## src/rtl/loop_issue_if.sv

```systemverilog
// Start/issue handshake bundle for loop_issue_ctrl.
// Stats ports exist only when LOOP_ISSUE_STATS_EN is defined.
interface loop_issue_if #(
  parameter int TW  = 16,
  parameter int IIW = 8
);
  logic           start;
  logic           start_ready;
  logic [IIW-1:0] ii_in;
  logic [TW-1:0]  trip_in;
  logic           stall;
  logic           issue_valid;
  logic [TW-1:0]  iter_idx;
  logic           last_iter;
  logic           busy;
  logic           done;
`ifdef LOOP_ISSUE_STATS_EN
  logic [31:0]    stat_cycles;
  logic [31:0]    stat_stalls;

  modport master (
    output start, ii_in, trip_in, stall,
    input  start_ready, issue_valid, iter_idx,
    input  last_iter, busy, done,
    input  stat_cycles, stat_stalls
  );
  modport slave (
    input  start, ii_in, trip_in, stall,
    output start_ready, issue_valid, iter_idx,
    output last_iter, busy, done,
    output stat_cycles, stat_stalls
  );
`else
  modport master (
    output start, ii_in, trip_in, stall,
    input  start_ready, issue_valid, iter_idx,
    input  last_iter, busy, done
  );
  modport slave (
    input  start, ii_in, trip_in, stall,
    output start_ready, issue_valid, iter_idx,
    output last_iter, busy, done
  );
`endif
endinterface

```

## src/rtl/loop_issue_ctrl.sv

```systemverilog
// Loop issue controller: one issue pulse every II unstalled cycles, then drain.
// Optional cycle/stall statistics under LOOP_ISSUE_STATS_EN.
module loop_issue_ctrl #(
  parameter int TW    = 16,
  parameter int IIW   = 8,
  parameter int DEPTH = 2
) (
  input logic        clk,
  input logic        rst,
  loop_issue_if.slave bus
);
  localparam int DW = (DEPTH > 0) ? $clog2(DEPTH + 1) : 1;

  typedef enum logic [1:0] {
    IDLE  = 2'd0,
    ISSUE = 2'd1,
    DRAIN = 2'd2
  } state_t;

  state_t         state, state_n;
  logic [IIW-1:0] ii_q, ii_n;
  logic [IIW-1:0] ii_cnt, ii_cnt_n;
  logic [TW-1:0]  trip_q, trip_n;
  logic [TW-1:0]  idx, idx_n;
  logic [DW-1:0]  dcnt, dcnt_n;
  logic           accept;
  logic           issue;
  logic           last;
  logic           fin;

  assign accept = bus.start & (state == IDLE);
  assign issue  = (state == ISSUE) & (ii_cnt == '0) & ~bus.stall;
  assign last   = issue & (idx == trip_q - TW'(1));
  assign fin    = (state == DRAIN) & (dcnt == '0);

  assign bus.start_ready = (state == IDLE);
  assign bus.busy        = (state != IDLE);
  assign bus.issue_valid = issue;
  assign bus.last_iter   = last;
  assign bus.done        = fin;
  assign bus.iter_idx    = idx;

  always_comb begin
    state_n  = state;
    ii_n     = ii_q;
    ii_cnt_n = ii_cnt;
    trip_n   = trip_q;
    idx_n    = idx;
    dcnt_n   = dcnt;
    unique case (1'b1)
      state == IDLE: begin
        if (accept) begin
          if (bus.trip_in != '0) begin
            state_n  = ISSUE;
            ii_n     = (bus.ii_in == '0) ? IIW'(1) : bus.ii_in;
            trip_n   = bus.trip_in;
            idx_n    = '0;
            ii_cnt_n = '0;
          end else begin
            state_n = DRAIN;
            dcnt_n  = '0;
          end
        end
      end
      state == ISSUE: begin
        if (issue) begin
          ii_cnt_n = ii_q - IIW'(1);
          // idx parks on trip-1 so iter_idx keeps the last issued index
          if (last) begin
            state_n = DRAIN;
            dcnt_n  = DW'(DEPTH);
          end else begin
            idx_n = idx + TW'(1);
          end
        end else if (!bus.stall && ii_cnt != '0) begin
          ii_cnt_n = ii_cnt - IIW'(1);
        end
      end
      state == DRAIN: begin
        if (fin) begin
          state_n = IDLE;
        end else if (!bus.stall) begin
          dcnt_n = dcnt - DW'(1);
        end
      end
      default: state_n = IDLE;
    endcase
  end

  always_ff @(posedge clk) begin
    if (rst) begin
      state  <= IDLE;
      ii_q   <= '0;
      ii_cnt <= '0;
      trip_q <= '0;
      idx    <= '0;
      dcnt   <= '0;
    end else begin
      state  <= state_n;
      ii_q   <= ii_n;
      ii_cnt <= ii_cnt_n;
      trip_q <= trip_n;
      idx    <= idx_n;
      dcnt   <= dcnt_n;
    end
  end

`ifdef LOOP_ISSUE_STATS_EN
  logic [31:0] cyc_q;
  logic [31:0] stl_q;

  always_ff @(posedge clk) begin
    if (rst || accept) begin
      cyc_q <= '0;
      stl_q <= '0;
    end else if (state != IDLE) begin
      if (cyc_q != '1) cyc_q <= cyc_q + 32'd1;
      if (bus.stall && stl_q != '1) stl_q <= stl_q + 32'd1;
    end
  end

  assign bus.stat_cycles = cyc_q;
  assign bus.stat_stalls = stl_q;
`endif
endmodule

```

## src/flat_wrapper.sv

```systemverilog
// flat-port wrapper written by rule: the top's interface ports become plain ports
module loop_issue_ctrl_flat 
#(
  parameter int TW    = 16,
  parameter int IIW   = 8,
  parameter int DEPTH = 2
)
  (clk, rst, bus_start, bus_ii_in, bus_trip_in, bus_stall, bus_start_ready, bus_issue_valid, bus_iter_idx, bus_last_iter, bus_busy, bus_done);
  loop_issue_if #(.TW(TW), .IIW(IIW)) bus_i ();
  input logic clk;
  input logic rst;
  input wire logic [$bits(bus_i.start)-1:0] bus_start;
  input wire logic [$bits(bus_i.ii_in)-1:0] bus_ii_in;
  input wire logic [$bits(bus_i.trip_in)-1:0] bus_trip_in;
  input wire logic [$bits(bus_i.stall)-1:0] bus_stall;
  output wire logic [$bits(bus_i.start_ready)-1:0] bus_start_ready;
  output wire logic [$bits(bus_i.issue_valid)-1:0] bus_issue_valid;
  output wire logic [$bits(bus_i.iter_idx)-1:0] bus_iter_idx;
  output wire logic [$bits(bus_i.last_iter)-1:0] bus_last_iter;
  output wire logic [$bits(bus_i.busy)-1:0] bus_busy;
  output wire logic [$bits(bus_i.done)-1:0] bus_done;
  assign bus_i.start = bus_start;
  assign bus_i.ii_in = bus_ii_in;
  assign bus_i.trip_in = bus_trip_in;
  assign bus_i.stall = bus_stall;
  assign bus_start_ready = bus_i.start_ready;
  assign bus_issue_valid = bus_i.issue_valid;
  assign bus_iter_idx = bus_i.iter_idx;
  assign bus_last_iter = bus_i.last_iter;
  assign bus_busy = bus_i.busy;
  assign bus_done = bus_i.done;
  loop_issue_ctrl #(.TW(TW), .IIW(IIW), .DEPTH(DEPTH)) u_core (.clk(clk), .rst(rst), .bus(bus_i));
endmodule
```

## config.mk

```make
export PLATFORM = sky130hd
export DESIGN_NAME = loop_issue_ctrl_flat
export DESIGN_NICKNAME = d
export VERILOG_FILES = /design/src/rtl/loop_issue_if.sv /design/src/rtl/loop_issue_ctrl.sv /design/src/flat_wrapper.sv
export SDC_FILE = /design/constraint.sdc
export NUM_CORES = 1
export LEC_CHECK = 0
export CORE_MARGIN = 2
export CORE_UTILIZATION = 36
export DETAILED_ROUTE_END_ITERATION = 10
export SLEW_MARGIN = 20
export SYNTH_ARGS = -nofsm -noshare
export SYNTH_HDL_FRONTEND = slang
export SYNTH_SLANG_ARGS = --single-unit
```

## constraint.sdc

```tcl
create_clock -name clk -period 5.2 [get_ports clk]
set_input_delay 0.52 -clock clk [delete_from_list [all_inputs] [get_ports clk]]
set_output_delay 0.52 -clock clk [all_outputs]
set_load 0.01 [all_outputs]
```

---- Word level (Yosys, flattened, before mapping) ----
Index checks and enable logic that the tools add are counted.
word-level totals
  register bits after elaboration ......... 52
cells by class
  equal/unequal tests ..................... 13
  add/subtract/negate cells ............... 5
  reductions and logical operators ........ 16
  bitwise gates (word level) .............. 6
  mux-type cells .......................... 22
operators with widths
  kind                                                                     count
  16-bit two-way mux                                                       4
  8-bit two-way mux                                                        5
  16-bit one-hot mux with 2 select lines                                   1
  2-bit two-way mux                                                        9
  16-bit by 1-bit adder with 16-bit output, second input constant          1
  16-bit == test                                                           1
  8-bit logical NOT                                                        2
  8-bit one-hot mux with 2 select lines                                    1
  16-bit nonzero test                                                      1
  16-bit by 1-bit subtractor with 16-bit output, second input constant     1
  8-bit by 1-bit subtractor with 8-bit output, second input constant       2
  2-bit inequality test, second input constant                             6
  2-bit one-hot mux with 3 select lines                                    2
  4-bit AND reduction                                                      2
  8-bit nonzero test                                                       1
  7-bit AND reduction                                                      1
  2-bit by 1-bit inequality test with 1-bit output, second input constant  3
  1-bit AND                                                                5
  5-bit AND reduction                                                      1
  2-bit logical NOT                                                        2
  2-bit nonzero test                                                       2
  3-bit by 2-bit inequality test with 1-bit output, second input constant  1
  3-bit AND reduction                                                      1
  3-bit nonzero test                                                       1
  other kinds (6)                                                          6

---- Longest topological paths before layout ----
  depth after elaboration ................. 7
  mapped depth ............................ 16
  mapped depth without buffers ............ 14

---- Worst setup path after synthesis ----
No wires, ideal clock.
  path kind ............................... register to register
  start ................................... register u_core.state[1]
  end ..................................... register u_core.ii_cnt[6]
  arrival ................................. 3.243 ns
  setup time .............................. 0.128 ns
  required time ........................... 5.072 ns
  path buffers ............................ 2
  clock period less this slack ............ 3.371 ns
  stages on the path, launching flop included .. 17
  slack ................................... 1.829 ns
  path through ............................ dfxtp_1 inv_1 ha_1 buf_4 or3b_2 or3_4 clkinv_2 clkbuf_1 a21oi_1 ha_1 nor3b_1 o41a_1 nor2b_1 and3b_1 mux2_2 a22oi_1 nor2_1
on the way
  word-level cells in the longest chain between the ends .. 5
RTL lines
  item                                                                                                    RTL line                RTL
  from (decl)                                                                                             loop_issue_ctrl.sv:20   state_t state, state_n;
  from (signal assigned)                                                                                  loop_issue_ctrl.sv:99   state <= state_n;
  2-bit by 1-bit == test with 1-bit output *                                                              loop_issue_ctrl.sv:32   assign issue = (state == ISSUE) & (ii_cnt == '0) & ~bus.stall;
  1-bit AND * (2 in series)                                                                               loop_issue_ctrl.sv:32
  named net bus_issue_valid                                                                               flat_wrapper.sv:17      output wire logic [$bits(bus_i.issue_valid)-1:0] bus_issue_valid;
  3-bit by 2-bit inequality test with 1-bit output (no source line) or 8-bit two-way mux (tied branches)  -
  4-bit AND reduction (no source line) or 8-bit one-hot mux with 2 select lines (tied branches)           -
  to (signal assigned)                                                                                    loop_issue_ctrl.sv:101  ii_cnt <= ii_cnt_n;
  to (decl)                                                                                               loop_issue_ctrl.sv:22   logic [IIW-1:0] ii_cnt, ii_cnt_n;
Mark *: on every way through the listed nets, which the timed path passes. The rest lies on a longest branch.
A chain may end at the register's enable or synchronous reset.

---- Worst setup path after layout ----
  start ................................... register u_core.state[1]
  end ..................................... output bus_last_iter
on the way
  word-level cells in the longest chain between the ends .. 4
RTL lines
  item                                      RTL line               RTL
  2-bit by 1-bit == test with 1-bit output  loop_issue_ctrl.sv:32
  1-bit AND (2 in series)                   loop_issue_ctrl.sv:32
  1-bit AND                                 loop_issue_ctrl.sv:33  assign last = issue & (idx == trip_q - TW'(1));
  to (decl)                                 flat_wrapper.sv:19     output wire logic [$bits(bus_i.last_iter)-1:0] bus_last_iter;
Every way passes these cells.

==> flow_summary.rst <==
.. list-table::
   :header-rows: 1

   * - Metric
     - Value
   * - Leakage component of the power
     - 1.55 nW
   * - Number of design rule violations left after detail routing
     - 0
   * - Ratio of cells with drive above 1 in the final layout
     - 5.83%
   * - Detailed-routed wire length on met2
     - 4210 um
   * - Placed cells
     - 549
   * - Global-route wire length before repair
     - 14800 um
   * - Max Slew Vio Count
     - 0
   * - Overall routing resource usage
     - 18.1%
   * - DR iter-0 viols
     - 134
   * - Required arrival time at the worst endpoint
     - 4.68 ns
   * - Final core area utilization
     - 43.7%
   * - Post-Layout Cell Count
     - 557
   * - Dpl cell area
     - 0.00387 mm2
   * - Power density normalized to cell area
     - 387 mW/mm2
   * - Total of buffers placed on input and output ports
     - 48
   * - Topmost layer with routed signal wires
     - met4
   * - Finish-stage setup viols
     - 0
   * - Wire length after detailed routing
     - 8640 um
   * - Total number of yosys warnings
     - 0
   * - Final worst hold slack
     - 0.481 ns
   * - Proportion of synthesized chip area in sequential cells
     - 31.4%
   * - Final Hold Vio Count
     - 0
   * - Initial antenna violation count
     - 0
   * - CTS Root Buffer Type
     - clkbuf_8
   * - Area taken by multi-input logic gates
     - 0.00212 mm2
   * - Routed WL per cell
     - 15.5 um
   * - Total of fill cells in the finished design
     - 908
   * - Post-route standard cell area excluding fillers
     - 0.00396 mm2
   * - EDFF count, synth
     - 0
   * - Floorplan Core Area
     - 0.00906 mm2
   * - Sort of element at the end of the critical path
     - output port
   * - Worst Hold Class
     - flip-flop to flip-flop
   * - Placer Congestion
     - 0.859
   * - Area of the mapped netlist
     - 0.00331 mm2
   * - Worst slew margin relative to its limit
     - 39.2%
   * - Ratio of routed vias to standard cells
     - 5.60
   * - Area of the die
     - 0.00999 mm2
   * - Maximum level of the CTS H-tree
     - 2
   * - Ys flop type
     - dfxtp_1
   * - Die H
     - 99.9 um
   * - Routed length on met1
     - 3950 um
   * - CTS clk-pin slew, worst paths
     - 0.09 ns
   * - Post-synth net total
     - 443
   * - Clock Sink Count
     - 52
   * - Period utilization
     - 77.2%
   * - Setup Fix Bufs, Post-CTS
     - 0
   * - Setup slack at placement
     - 1.26 ns
   * - Gate count of the mapped netlist
     - 408
   * - Share of the synthesized area in the top cell type
     - 31.4%
   * - Largest cells by area after synthesis
     - dfxtp_1, mux2i_1, nor2_1
   * - Delay contributed by the slowest stage of the critical path
     - 0.63 ns
   * - Post-route clock skew
     - 0.00838 ns
   * - Data arrival at the endpoint of the critical path
     - 3.49 ns
   * - Final #Nets
     - 480
   * - Worst flop-to-flop path startpoint
     - u_core.state[1]
   * - Final worst slack
     - 1.19 ns
   * - Cell type with the highest aggregate area in the netlist
     - dfxtp_1
   * - Remaining global-route overflow
     - 0
   * - Total iterations of the first detailed-routing run
     - 4
   * - Launch instance of the worst min-delay path
     - u_core.dcnt[1]
   * - Cell class contributing the biggest share of worst-path delay
     - simple AND/OR/NAND/NOR gates
   * - CTS Hold Buffers Added
     - 0
   * - Clk_lat worst skew
     - 0.31 ns
   * - CTS-repair resized insts
     - 0
   * - Category of the most critical setup path
     - flip-flop to output port
   * - Total design power
     - 1.53 mW
   * - Maximum buffer depth of the clock tree
     - 2
   * - Area added between synthesis and finish
     - 19.6%
   * - Number of global-route vias before repair
     - 2972
   * - Vias
     - 3118
   * - Post-DRT Antenna Nets
     - 0
   * - Worst Path Buf+Inv
     - 2
   * - Number of flip-flops and latches in the synthesized netlist
     - 52
   * - Worst setup startpoint
     - u_core.state[1]
   * - CTS tree
     - yes
   * - Mean instance size in the synthesized netlist
     - 8.12 um2
   * - Outcome
     - completed
   * - HPWL after detailed placement
     - 6350 um
   * - Cell variety after synth
     - 66
   * - Io pins
     - 49
   * - Most common cell after layout, fill and taps aside
     - nor2_1
   * - Die width
     - 99.9 um
   * - Site Rows
     - 35
   * - Maximum number of pins on one net before global-route repair
     - 43
   * - Final critical delay including setup and external delays
     - 4.01 ns
   * - Area taken by flip-flops and latches
     - 0.00104 mm2
   * - Max VDD drop
     - 165 uV
   * - RSZ-0062 raised after global routing
     - false
   * - Highest Clock Rate
     - 249 MHz
   * - Metal3 WL
     - 322 um
   * - Critical path's slowest cell
     - clkdlybuf4s50_1
   * - Slew of the pin with the lowest slew margin
     - 0.912 ns
   * - Number of buffers added by the clock tree synthesis step
     - 5
   * - Share of async-settable or async-resettable flops after synthesis
     - 0%
   * - Critical path cell sequence
     - inv_1 -> ha_1 -> or3b_2 -> or3_4 -> nor4_1 -> nand3_1 -> nor4b_2 -> clkdlybuf4s50_1
   * - CP Max Fanout
     - 10
   * - Initial cell density of the core
     - 36.5%
   * - Antenna cells
     - 0
   * - Setup TNS
     - 0 ns
   * - # Max-Cap Violations
     - 0
   * - Highest-count cells in the layout ignoring fill and taps
     - nor2_1, dfxtp_1, clkdlybuf4s50_1
   * - Kind of start point of the critical path
     - flip-flop
sequential cells by signal, summed over array words and instances (netlist names):
signal               cells
u_core.bus.iter_idx     16
u_core.dcnt              2
u_core.ii_cnt            8
u_core.ii_q              8
u_core.state             2
u_core.trip_q           16
cell usage after synthesis (3+ instances only):
cell      instances
nor3_1            6
nor4_1            9
buf_2             3
and3_1            7
a31oi_1           9
dfxtp_1          52
nor2b_1           4
a22oi_1           7
nand3_1           8
a41o_1            7
nor2_1           56
mux2i_1          27
or3_1             8
and2_1            6
a21oi_1          24
o31ai_1           4
inv_1            14
and4_1            3
o21ai_0          17
nand4_1           9
clkbuf_1         15
xnor2_1          15
a21boi_0          3
nand2b_1          8
a211oi_1          4
or4_1             5
ha_1              7
nand2_1          23
worst min-delay path, delay by kind of cell, from the launching register on:
family           cells  cell delay [ns]
DFF                  1             0.32
muxes                1             0.06
and+or+nand+nor      1             0.06
area by class of cell:
type                       count  share of cell area (%)
inverter                      15                    1.45
sequential                    52                    26.3
timing repair buffer          52                    12.9
multi-input combinational    319                    53.5
clock buffer                   7                    2.18
clock inverter                 1                   0.189
tap                          111                    3.50
where the power goes:
part / leakage [nW] / internal (mW) / switching (mW) / total, mW
clock: 0.0445 / 0.109 / 0.140 / 0.249
sequential: 0.423 / 0.452 / 0.0664 / 0.519
combinational: 1.08 / 0.347 / 0.418 / 0.765
total: 1.55 / 0.908 / 0.624 / 1.53
logic make-up (layout without fill, tap and decap cells):
logic type,count (synthesis),count (layout),share of synthesized area (%)
AOI/OAI and AO/OA,97,97,20.3
xor gates and xnor gates,17,17,4.49
adders and majority gates,7,7,2.64
buffers and inverters,37,75,4.68
DFF,52,52,31.4
muxes,29,29,8.84
and+or+nand+nor,169,169,27.6
worst paths after layout:
path                            slack, ns  cells past startpoint                     end
worst max-delay path                 1.19                      8           bus_last_iter
worst min-delay path                 0.48                      2          u_core.dcnt[1]
worst max register to register       1.69                     10  u_core.bus.iter_idx[1]
worst min register to register       0.48                      2          u_core.dcnt[1]
metal layers:
| layer | up-vias | global-route usage, % |
|---|---|---|
| li1 | 1580 | - |
| met1 | 1458 | 23.2 |
| met2 | 68 | 30.8 |
| met3 | 12 | 2.79 |
| met4 | 0 | 6.32 |
| met5 | - | 0 |
Note: power is estimated with default switching activity, not from simulation.
